===== src/rtl/clock_time_counter_if.sv =====
// Display-side bundle between the time counter and the serial display stage:
// BCD digits, decimal points, enable copy and the refresh start/busy handshake.
interface clock_time_counter_if;
  logic [3:0] hours_msb;
  logic [3:0] hours_lsb;
  logic [3:0] minutes_msb;
  logic [3:0] minutes_lsb;
  logic [3:0] seconds_msb;
  logic [3:0] seconds_lsb;
  logic [5:0] dp;
  logic       display_en;
  logic       refresh_stb;
  logic       busy;

  // Counter side: drives the shown content and the start strobe.
  modport master (
    output hours_msb, hours_lsb, minutes_msb, minutes_lsb,
    output seconds_msb, seconds_lsb, dp, display_en, refresh_stb,
    input  busy
  );

  // Serializer side: consumes content, reports when it is shifting.
  modport slave (
    input  hours_msb, hours_lsb, minutes_msb, minutes_lsb,
    input  seconds_msb, seconds_lsb, dp, display_en, refresh_stb,
    output busy
  );
endinterface


===== src/rtl/clock_time_counter.sv =====
// BCD time-of-day counter (HH:MM:SS) with set buttons, colon decimal points
// and a refresh handshake towards the display serializer. Any change to the
// shown content raises a pending request; the FSM turns pending requests into
// a single start strobe once the serializer is idle.
module clock_time_counter #(
  parameter int ACK_TIMEOUT = 4
) (
  input  logic i_clk,
  input  logic i_reset,
  input  logic i_sec_stb,
  input  logic i_set_min_stb,
  input  logic i_set_hr_stb,
  input  logic i_display_en,
  clock_time_counter_if.master disp
);

  typedef enum logic [1:0] {
    IDLE   = 2'd0,
    STROBE = 2'd1,
    ACK    = 2'd2,
    DRAIN  = 2'd3
  } state_t;

  localparam logic [3:0] TIMER_LAST = 4'(ACK_TIMEOUT - 1);

  // Digit pairs packed as {msb, lsb}
  logic [7:0] sec_q, sec_d;
  logic [7:0] min_q, min_d;
  logic [7:0] hr_q,  hr_d;
  logic [5:0] dp_q;
  logic       disp_en_q;
  logic       refresh_stb_q;
  logic       pending_q;
  logic [3:0] timer_q;
  state_t     state_q;

  logic [8:0] sec_inc;
  logic [8:0] min_inc;
  logic [7:0] hr_inc;
  logic       digit_change;
  logic       content_event;

  // Increment a 00..59 BCD pair; bit 8 flags the 59->00 wrap.
  function automatic logic [8:0] inc_sixty(input logic [7:0] v);
    logic [3:0] msb;
    logic [3:0] lsb;
    logic       carry;
    msb   = v[7:4];
    lsb   = v[3:0];
    carry = 1'b0;
    if (lsb == 4'd9) begin
      lsb = 4'd0;
      if (msb == 4'd5) begin
        msb   = 4'd0;
        carry = 1'b1;
      end else begin
        msb = msb + 4'd1;
      end
    end else begin
      lsb = lsb + 4'd1;
    end
    return {carry, msb, lsb};
  endfunction

  // Increment a 00..23 BCD hour pair; the day wrap carries nowhere.
  function automatic logic [7:0] inc_hours(input logic [7:0] v);
    logic [3:0] msb;
    logic [3:0] lsb;
    msb = v[7:4];
    lsb = v[3:0];
    if (v == 8'h23) begin
      msb = 4'd0;
      lsb = 4'd0;
    end else if (lsb == 4'd9) begin
      msb = msb + 4'd1;
      lsb = 4'd0;
    end else begin
      lsb = lsb + 4'd1;
    end
    return {msb, lsb};
  endfunction

  assign sec_inc = inc_sixty(sec_q);
  assign min_inc = inc_sixty(min_q);
  assign hr_inc  = inc_hours(hr_q);

  // Next time value: set strobes take priority and swallow a coincident tick.
  always_comb begin
    sec_d = sec_q;
    min_d = min_q;
    hr_d  = hr_q;
    if (i_set_min_stb || i_set_hr_stb) begin
      if (i_set_min_stb) begin
        min_d = min_inc[7:0];
        sec_d = 8'h00;
      end
      if (i_set_hr_stb) begin
        hr_d = hr_inc;
      end
    end else if (i_sec_stb) begin
      sec_d = sec_inc[7:0];
      if (sec_inc[8]) begin
        min_d = min_inc[7:0];
        if (min_inc[8]) begin
          hr_d = hr_inc;
        end
      end
    end
  end

  assign digit_change  = (sec_d != sec_q) || (min_d != min_q) || (hr_d != hr_q);
  assign content_event = digit_change || (i_display_en != disp_en_q);

  // Time digits, colon points and the registered display enable.
  always_ff @(posedge i_clk) begin
    if (i_reset) begin
      sec_q     <= 8'h00;
      min_q     <= 8'h00;
      hr_q      <= 8'h00;
      dp_q      <= 6'b010100;
      disp_en_q <= 1'b0;
    end else begin
      sec_q     <= sec_d;
      min_q     <= min_d;
      hr_q      <= hr_d;
      // Colon lit on even seconds
      dp_q      <= {1'b0, ~sec_d[0], 1'b0, ~sec_d[0], 2'b00};
      disp_en_q <= i_display_en;
    end
  end

  // Refresh handshake: coalesce pending changes into one strobe per transfer.
  always_ff @(posedge i_clk) begin
    if (i_reset) begin
      state_q       <= IDLE;
      pending_q     <= 1'b1;
      refresh_stb_q <= 1'b0;
      timer_q       <= 4'd0;
    end else begin
      refresh_stb_q <= 1'b0;
      pending_q     <= pending_q | content_event;
      case (state_q)
        IDLE: begin
          if (pending_q && !disp.busy) begin
            state_q       <= STROBE;
            refresh_stb_q <= 1'b1;
          end
        end
        STROBE: begin
          // A change landing on the strobe cycle keeps the request alive
          pending_q <= content_event;
          timer_q   <= 4'd0;
          state_q   <= ACK;
        end
        ACK: begin
          if (disp.busy) begin
            state_q <= DRAIN;
          end else if (timer_q == TIMER_LAST) begin
            state_q <= IDLE;
          end else begin
            timer_q <= timer_q + 4'd1;
          end
        end
        DRAIN: begin
          if (!disp.busy) begin
            state_q <= IDLE;
          end
        end
        default: state_q <= IDLE;
      endcase
    end
  end

  assign disp.hours_msb   = hr_q[7:4];
  assign disp.hours_lsb   = hr_q[3:0];
  assign disp.minutes_msb = min_q[7:4];
  assign disp.minutes_lsb = min_q[3:0];
  assign disp.seconds_msb = sec_q[7:4];
  assign disp.seconds_lsb = sec_q[3:0];
  assign disp.dp          = dp_q;
  assign disp.display_en  = disp_en_q;
  assign disp.refresh_stb = refresh_stb_q;

endmodule


===== src/flat_wrapper.sv =====
// flat-port wrapper written by rule: the top's interface ports become plain ports
module clock_time_counter_flat 
#(
  parameter int ACK_TIMEOUT = 4
)
  (i_clk, i_reset, i_sec_stb, i_set_min_stb, i_set_hr_stb, i_display_en, disp_hours_msb, disp_hours_lsb, disp_minutes_msb, disp_minutes_lsb, disp_seconds_msb, disp_seconds_lsb, disp_dp, disp_display_en, disp_refresh_stb, disp_busy);
  clock_time_counter_if disp_i ();
  input  logic i_clk;
  input  logic i_reset;
  input  logic i_sec_stb;
  input  logic i_set_min_stb;
  input  logic i_set_hr_stb;
  input  logic i_display_en;
  output wire logic [$bits(disp_i.hours_msb)-1:0] disp_hours_msb;
  output wire logic [$bits(disp_i.hours_lsb)-1:0] disp_hours_lsb;
  output wire logic [$bits(disp_i.minutes_msb)-1:0] disp_minutes_msb;
  output wire logic [$bits(disp_i.minutes_lsb)-1:0] disp_minutes_lsb;
  output wire logic [$bits(disp_i.seconds_msb)-1:0] disp_seconds_msb;
  output wire logic [$bits(disp_i.seconds_lsb)-1:0] disp_seconds_lsb;
  output wire logic [$bits(disp_i.dp)-1:0] disp_dp;
  output wire logic [$bits(disp_i.display_en)-1:0] disp_display_en;
  output wire logic [$bits(disp_i.refresh_stb)-1:0] disp_refresh_stb;
  input wire logic [$bits(disp_i.busy)-1:0] disp_busy;
  assign disp_hours_msb = disp_i.hours_msb;
  assign disp_hours_lsb = disp_i.hours_lsb;
  assign disp_minutes_msb = disp_i.minutes_msb;
  assign disp_minutes_lsb = disp_i.minutes_lsb;
  assign disp_seconds_msb = disp_i.seconds_msb;
  assign disp_seconds_lsb = disp_i.seconds_lsb;
  assign disp_dp = disp_i.dp;
  assign disp_display_en = disp_i.display_en;
  assign disp_refresh_stb = disp_i.refresh_stb;
  assign disp_i.busy = disp_busy;
  clock_time_counter #(.ACK_TIMEOUT(ACK_TIMEOUT)) u_core (.i_clk(i_clk), .i_reset(i_reset), .i_sec_stb(i_sec_stb), .i_set_min_stb(i_set_min_stb), .i_set_hr_stb(i_set_hr_stb), .i_display_en(i_display_en), .disp(disp_i));
endmodule

===== config.mk =====
export PLATFORM = sky130hd
export DESIGN_NAME = clock_time_counter_flat
export DESIGN_NICKNAME = d
export VERILOG_FILES = /design/src/rtl/clock_time_counter_if.sv /design/src/rtl/clock_time_counter.sv /design/src/flat_wrapper.sv
export SDC_FILE = /design/constraint.sdc
export NUM_CORES = 1
export LEC_CHECK = 0
export BUFFER_PORTS_ARGS = -buffer_cell sky130_fd_sc_hd__clkbuf_2
export CAP_MARGIN = 25
export CORE_ASPECT_RATIO = 0.75
export CORE_MARGIN = 3
export CORE_UTILIZATION = 54
export DETAILED_ROUTE_END_ITERATION = 6
export PLACE_DENSITY = 0.9
export RECOVER_POWER = 25
export SYNTH_ARGS = -nofsm -noshare
export SYNTH_HDL_FRONTEND = slang
export SYNTH_SLANG_ARGS = --single-unit

===== constraint.sdc =====
create_clock -name i_clk -period 2.25 [get_ports i_clk]
set_input_delay 0.5625 -clock i_clk [delete_from_list [all_inputs] [get_ports i_clk]]
set_output_delay 0.5625 -clock i_clk [all_outputs]
set_load 0.02 [all_outputs]

==> metrics.md, run 1 <==
| Metric | Value |
|---|---|
| Core area | `about 3100 um2` |
| Final Core Density | `0.675` |
| FF-to-FF setup slack | `380 ps` |
| DR vias | `1641` |
| Hold Slack | `473 ps` |
| Most frequent cells in the layout | `dfxtp_1 (34), clkbuf_2 (24), a21oi_1 (23)` |
| CTS root buf | `clkbuf_8` |
| Async set-reset flop share out of synthesis | `0` |
| Number of global-route vias before repair | `approximately 1.4k` |
| H-Tree Depth | `2` |
| CTS tree | `yes` |
| RSZ-0062 raised after global routing | `no` |
| Min Tclk post-route | `1870 ps` |
| Number of max-cap violations | `0` |
| Status | `completed` |
| I/O pin count | `39` |
| Fin worst setup slack | `377 ps` |
| Input/output buffers | `34` |
| First-pass GRT wire length | `6740 um` |
| Net Sw Frac | `0.243` |
| Setup Skew | `between 7 and 8 ps` |
| Final period util | `0.833` |
| Synth Cell Area | `1850 um2` |
| Most common cell after layout, fill and taps aside | `dfxtp_1` |
| Total Wirelength | `~4000 um` |
| Synthesis-stage register bit count | `34` |
| YS warnings | `0` |
| EDFF count, synth | `0` |
| Sinks on Clock Net | `34` |
| Pwr/cell area | `606 nW/um2` |
| HPWL after DPL | `2820 um` |
| # diodes | `0` |
| Gpl congestion | `0.829` |
| Die W | `73.5 um` |
| DRC Markers | `0` |
| Layout cells sized above 1 | `0.159` |
| WS Path Type | `flop to flop` |
| Initial DRC count | `78` |
| Setup violators final | `0` |
| CP arrival | `2080 ps` |
| FF-to-FF Start | `u_core.sec_q[0]` |
| Crit end category | `flop` |
| Initial Utilization | `0.594` |
| Predominant post-synthesis flop cell | `dfxtp_1` |
| Clock-pin transition on the worst setup and hold timing paths | `70 ps` |
| Vias per std cell | `between 5 and 6` |
| Area of placed instances | `2000 um2` |
| Postcts setup bufs | `0` |
| Mapped Cells | `212` |
| Fmax achieved | `534 MHz` |
| Largest net degree at the start of global routing | `25` |
| Initial antenna violation count | `0` |
| Fin Setup TNS | `0 ps` |
| Syn Area/Cell | `8.71 um2` |
| Worst slew margin | `0.312` |
| Routed wire length per instance | `14.3 um` |
| Pre-Repair DR Iteration Count | `4` |
| Reg2reg path depth | `5` |
| Tot Pwr | `1.27 mW` |
| Post-route insts no fill | `284` |
| Final Max Slew Viols | `0` |
| Worst vdd ir | `between 0.4 and 0.5 mV` |
| Aggregate global-route resource usage | `0.210` |
| # placed instances | `~280` |
| Flop pwr share | `0.499` |
| Hold_buf cts | `0` |
| Leakage power total | `0.871 nW` |
| Worst-path fanout max | `14` |
| Area growth, synth to finish | `13.6%` |
| Routed Antenna Nets | `0` |
| Gate power share | `0.085` |
| Num CTS Buffers | `5` |
| Hold Path Class | `flop to flop` |
| Bufs on Longest Clock Path | `2` |
| CTS-repair resized insts | `0` |
| Remaining global-route overflow | `0` |
| Worst Max-Slew Pin Slew | `1030 ps` |
| Worst skew pair latency | `290 ps` |
| Nets | `roughly 270` |
| Final hold viol count | `0` |
| Dpl ws | `406 ps` |
| Die Height | `56.6 um` |
| Clock share of power | `0.416` |
| Critical Path End | `u_core.min_q[4]` |
| Cell area after layout | `2100 um2` |
| Startpoint types | `flop` |
| Worst Setup SP | `u_core.sec_q[0]` |
| Switching power | `308 uW` |
| Critical Path RT | `2450 ps` |
| Synth cell types | `45` |
| Int Pwr | `962 uW` |
| Sequential fraction of the synthesis area | `0.369` |
| Total die area | `roughly 4200 um2` |
| Row cnt | `17` |
| Reg2reg end | `u_core.min_q[4]` |
| # fillers | `253` |
registers in the layout, indices dropped and copies added (netlist names):
signal and count:
u_core.pending_q 1, u_core.disp.dp 1, u_core.disp.refresh_stb 1, u_core.hr_q 8, u_core.min_q 8, u_core.disp.display_en 1
u_core.sec_q 8, u_core.timer_q 4, u_core.state_q 2
worst min path at each step:
stage | cells past startpoint | end | slack (ps) | start
2_1_floorplan | 2 | u_core.disp.refresh_stb | 430 | u_core.pending_q
3_3_place_gp | 2 | u_core.disp.refresh_stb | 450 | u_core.pending_q
3_5_place_dp | 2 | u_core.disp.refresh_stb | 450 | u_core.pending_q
4_1_cts | 2 | u_core.disp.refresh_stb | 470 | u_core.pending_q
5_1_grt | 2 | u_core.disp.refresh_stb | 490 | u_core.pending_q
6_report | 2 | u_core.disp.refresh_stb | 470 | u_core.pending_q
critical path, stage by stage, from the launching register on:
cell and delay, ps:
dfxtp_1 420, ha_1 190, and3b_1 380, a31oi_4 230
or4_1 440, a21oi_1 140
power groups by stage:
stage	Clock [mW]	Sequential [mW]	Combinational (mW)
2_1_floorplan	0	0.653	0.0731
3_3_place_gp	0	0.646	0.105
3_5_place_dp	0	0.646	0.109
4_1_cts	0.538	0.633	0.110
5_1_grt	0.573	0.636	0.122
6_report	0.529	0.633	0.108
cells in the mapped netlist, types with 2 or more instances:
cell       n  area (um2)
a21oi_1   23         115
and2_1     3        18.8
and3_1     2        12.5
and3b_1    4        35.0
buf_4      7        52.6
clkbuf_1   4        15.0
dfxtp_1   34         681
ha_1      13         163
inv_1     13        48.8
mux2i_1    4        40.0
nand2_1   13        48.8
nand2b_1   2        12.5
nand3_1    6        30.0
nand3b_1   2        15.0
nand4_1    4        25.0
nand4b_1   3        26.3
nor2_1    13        48.8
nor2b_1    3        18.8
nor3_1     7        35.0
o21a_1     2        15.0
o21ai_0   13        65.1
o311ai_0   2        17.5
or2_2      2        12.5
or3_1      8        50.1
or4_1      3        22.5
xor2_1     3        26.3
cell families after synthesis:
family	after synthesis	share of synthesized area
other	1	0.00203
adders and majority gates	13	0.0881
buffers and inverters	25	0.0692
DFF	34	0.369
muxes	4	0.0217
AOI/OAI and AO/OA	51	0.182
and+or+nand+nor	81	0.254
xor gates and xnor gates	3	0.0142
layer usage:
metal  share of wire  vias up  global-route usage  wire length (um)
li1                -      817                   -                 -
met1            0.48      761               0.290              1930
met2            0.45       56               0.304              1820
met3           0.061        7              0.0680               249
met4           0.013        0              0.0698                53
met5               0        -                   0                 0
cell type report:
| class | instances | area [um2] | area share |
|---|---|---|---|
| multi-input combinational | 156 | 1050 | 0.500 |
| sequential | 34 | 681 | 0.325 |
| timing repair buffer | 35 | 161 | 0.0770 |
| clock buffer | 8 | 110 | 0.0525 |
| inverter | 13 | 48.8 | 0.0233 |
| tap | 38 | 47.5 | 0.0227 |
No activity file was read; power rests on OpenSTA's default activity.
==> inputs of run 2 (changes only) <==
- ABC_AREA: default -> 1
- CORE_UTILIZATION: 54 -> 57
- PLACE_DENSITY: 0.9 -> 0.91
- clock period: 2.25 -> 1.89 ns (I/O delays scaled with it)
==> run 2 against run 1 <==
Effect of this change: global-route usage up 5.4 points; via count up 79%; synthesized cell count up 78%; flip-flop and latch count unchanged; cell count up 78%; largest power group unchanged.
==> metrics.md, run 2 <==
| Metric | Value |
|---|---|
| Fmax achieved | `532 MHz (was 534 MHz)` |
| Sequential fraction of the synthesis area | `0.276 (was 0.369)` |
| Worst slew margin | `0.558 (was 0.312)` |
| I/O pin count | `39 (unchanged)` |
| Largest net degree at the start of global routing | `27 (was 25)` |
| Worst skew pair latency | `300 ps (was 290 ps)` |
| Clock-pin transition on the worst setup and hold timing paths | `70 ps (about the same)` |
| Number of global-route vias before repair | `2499 (was 1432)` |
| Pwr/cell area | `610 nW/um2 (was 606 nW/um2)` |
| Leading registers by flop count | `u_core.hr_q (8), u_core.min_q (8), u_core.sec_q (8) (unchanged)` |
| Predominant post-synthesis flop cell | `dfxtp_1 (unchanged)` |
| Routed wire length per instance | `14.4 um (was 14.3 um)` |
| Most frequent cells in the layout | `nand2_1 (74), inv_1 (48), nor2_1 (43) (was dfxtp_1 (34), clkbuf_2 (24), a21oi_1 (23))` |
| CTS tree | `yes (unchanged)` |
| Fin Setup TNS | `0 ps (unchanged)` |
| Hold path cells | `2 (unchanged)` |
| Worst-path fanout max | `4 (was 14)` |
| Leakage power total | `1.54 nW (was 0.871 nW)` |
| DRC Markers | `0 (unchanged)` |
| Most common cell in the netlist | `nand2_1 (was dfxtp_1)` |
| Row cnt | `20 (was 17)` |
| Commonest cells in the synthesized netlist | `nand2_1 (76), inv_1 (53), nor2_1 (46) (was dfxtp_1 (34), a21oi_1 (23))` |
| Number of max-cap violations | `0 (unchanged)` |
| CP arrival | `2070 ps (was 2080 ps)` |
| Synth top area share | `0.276 (was 0.369)` |
| HPWL after DPL | `4870 um (was 2820 um)` |
| Input/output buffers | `34 (unchanged)` |
| Reg2reg path depth | `16 (was 5)` |
| Most common cell after layout, fill and taps aside | `nand2_1 (was dfxtp_1)` |
| Met1 usage in global routing | `0.341 (was 0.290)` |
| Min Tclk post-route | `1880 ps (was 1870 ps)` |
| Total die area | `5160 um2 (was 4160 um2)` |
| Crit path cell chain | `inv_2 > ha_4 > nand2_4 > nor2_4 > buf_6 > nand3_4 > inv_2 > nor2_1 > nand2_1 > nand2_1 > nand2_1 > nand2_1 > inv_1 > nand3_2 > nor3_2 > nand2_1 (was ha_1 > and3b_1 > a31oi_4 > or4_1 > a21oi_1)` |
| Startpoint types | `flop (unchanged)` |
| Sinks on Clock Net | `34 (unchanged)` |
| Synthesis-stage register bit count | `34 (unchanged)` |
| Switching power | `632 uW (was 308 uW)` |
| Mapped Cells | `377 (was 212)` |
| Async set-reset flop share out of synthesis | `0 (unchanged)` |
| Hold Path Class | `input port to flop (was flop to flop)` |
| Critical Path RT | `2080 ps (was 2450 ps)` |
| DR vias | `2940 (was 1641)` |
| # diodes | `0 (unchanged)` |
| Synth Cell Area | `2470 um2 (was 1850 um2)` |
| H-Tree Depth | `2 (unchanged)` |
| Nets | `469 (was 265)` |
| Routed Antenna Nets | `0 (unchanged)` |
| Clock share of power | `0.334 (was 0.416)` |
| Final period util | `0.994 (was 0.833)` |
| Vias per std cell | `5.82 (was 5.78)` |
| Syn Area/Cell | `6.54 um2 (was 8.71 um2)` |
| FF/Latch Area | `689 um2 (was 681 um2)` |
| Synth cell types | `35 (was 45)` |
| Total Wirelength | `7290 um (was 4050 um)` |
| Worst Hold End | `u_core.disp.refresh_stb (unchanged)` |
| Cell mode on critical path | `nand2_1` |
| Pre-Repair DR Iteration Count | `5 (was 4)` |
| WS Path Type | `flop to flop (unchanged)` |
| Hold Slack | `399 ps (was 473 ps)` |
| Int Pwr | `1.30 mW (was 962 uW)` |
| Most used routing layer | `met2 (unchanged)` |
| CTS root buf | `clkbuf_8 (unchanged)` |
| Gate power share | `0.250 (was 0.085)` |
| Initial DRC count | `387 (was 78)` |
| Initial antenna violation count | `0 (unchanged)` |
| Status | `completed (unchanged)` |
| Setup violators final | `0 (unchanged)` |
| Die W | `82.0 um (was 73.5 um)` |
| Final hold viol count | `0 (unchanged)` |
| FF-to-FF Start | `u_core.min_q[1] (was u_core.sec_q[0])` |
| Worst Max-Slew Pin Slew | `663 ps (was 1030 ps)` |
| EDFF count, synth | `0 (unchanged)` |
| Setup Skew | `7.17 ps (was 7.58 ps)` |
| Final Max Slew Viols | `0 (unchanged)` |
| Slowest stage delay, CP | `320 ps (was 440 ps)` |
| Crit end category | `flop (unchanged)` |
| Worst vdd ir | `0.600 mV (was 0.440 mV)` |
| Net Sw Frac | `0.327 (was 0.243)` |
| Core area | `4100 um2 (was 3110 um2)` |
| Layout cells sized above 1 | `0.280 (was 0.159)` |
| Ranking of synthesized cells by area | `dfxtp_1 (28%), nand2_1 (12%), inv_1 (8.1%) (was dfxtp_1 (37%), ha_1 (8.8%), a21oi_1 (6.2%))` |
| Gpl congestion | `0.914 (was 0.829)` |
| Flop pwr share | `0.416 (was 0.499)` |
| FF-to-FF setup slack | `10 ps (was 380 ps)` |
| Min-delay src | `disp_busy (was u_core.pending_q)` |
| Aggregate global-route resource usage | `0.263 (was 0.210)` |
| Yosys top cell by area | `dfxtp_1 (unchanged)` |
| Slowest CP cell | `dfxtp_2 (was or4_1)` |
| Bufs on Longest Clock Path | `2 (unchanged)` |
| YS warnings | `0 (unchanged)` |
| Area of the multi-input gates | `1600 um2 (was 1050 um2)` |
| Num CTS Buffers | `5 (unchanged)` |
| First-pass GRT wire length | `10800 um (was 6740 um)` |
| Reg2reg end | `u_core.pending_q (was u_core.min_q[4])` |
| # fillers | `303 (was 253)` |
| Area growth, synth to finish | `28.4% (was 13.6%)` |
| Met3 Usage GRT | `0.0562 (was 0.0680)` |
| Initial Utilization | `0.601 (was 0.594)` |
| Remaining global-route overflow | `0 (unchanged)` |
| Met2 usage | `0.417 (was 0.304)` |
| Die Height | `63.0 um (was 56.6 um)` |
| RSZ-0062 raised after global routing | `yes (was no)` |
run 2: worst max path at each step:
stage / startpoint / end / slack (ps)
after floorplan: u_core.sec_q[1] / u_core.pending_q / 10
after global placement: i_set_min_stb / u_core.pending_q / 10
after detailed placement: i_set_min_stb / u_core.pending_q / -70
after CTS: u_core.sec_q[1] / u_core.pending_q / 10
after global routing: u_core.hr_q[1] / u_core.pending_q / -120
final: u_core.min_q[1] / u_core.pending_q / 10
run 2: final cells by class:
type / instances / area share
multi-input combinational: 274 / 0.504
sequential: 34 / 0.218
timing repair buffer: 75 / 0.152
inverter: 59 / 0.0699
clock buffer: 8 / 0.0347
tap: 55 / 0.0217
run 2: per-layer routing:
layer,up-vias,part of all wire
met3,46,0.11
met1,1294,0.39
li1,1382,-
met5,-,0
met2,218,0.46
met4,0,0.041
run 2: stage by stage:
stage | cell area [um2] | utilization | setup WS [ps] | power [mW] | instances
2_1_floorplan | 2480 | - | 9.60 | 1.14 | 380
3_5_place_dp | 2840 | 0.691 | -70.0 | 1.26 | 483
6_report | 3170 | 0.772 | 11.7 | 1.93 | 505
5_1_grt | 3170 | 0.772 | -116 | 2.02 | 505
3_3_place_gp | 2840 | 0.691 | 14.4 | 1.24 | 483
4_1_cts | 2970 | 0.724 | 11.0 | 1.89 | 492
run 2: power by group through the flow:
stage	Combinational, mW	Sequential [mW]	Clock [mW]
floorplan	0.295	0.845	0
global placement	0.424	0.813	0
detailed placement	0.442	0.814	0
CTS	0.446	0.799	0.650
global route	0.532	0.810	0.679
finish	0.484	0.803	0.646
run 2: repair_timing:
item	4_1_cts	5_1_grt
endpoints found under the setup margin	1	2
hold buffers	0	0
setup buffers	1	12
pin swaps	1	17
gates resized for setup	4	33
gates cloned	0	1
run 2: worst max-delay path: cells and delay by family, from the launching register on:
family,cells,cell delay [ps]
simple gates,11,960
flops,1,320
buf+inv,4,320
fa+ha+maj,1,160
run 2: cell families after synthesis:
family / synth area share
AOI/OAI and AO/OA: 0.137
xor gates and xnor gates: 0.0107
adders and majority gates: 0.0659
buffers and inverters: 0.132
DFF: 0.276
other: 0.00152
and+or+nand+nor: 0.376
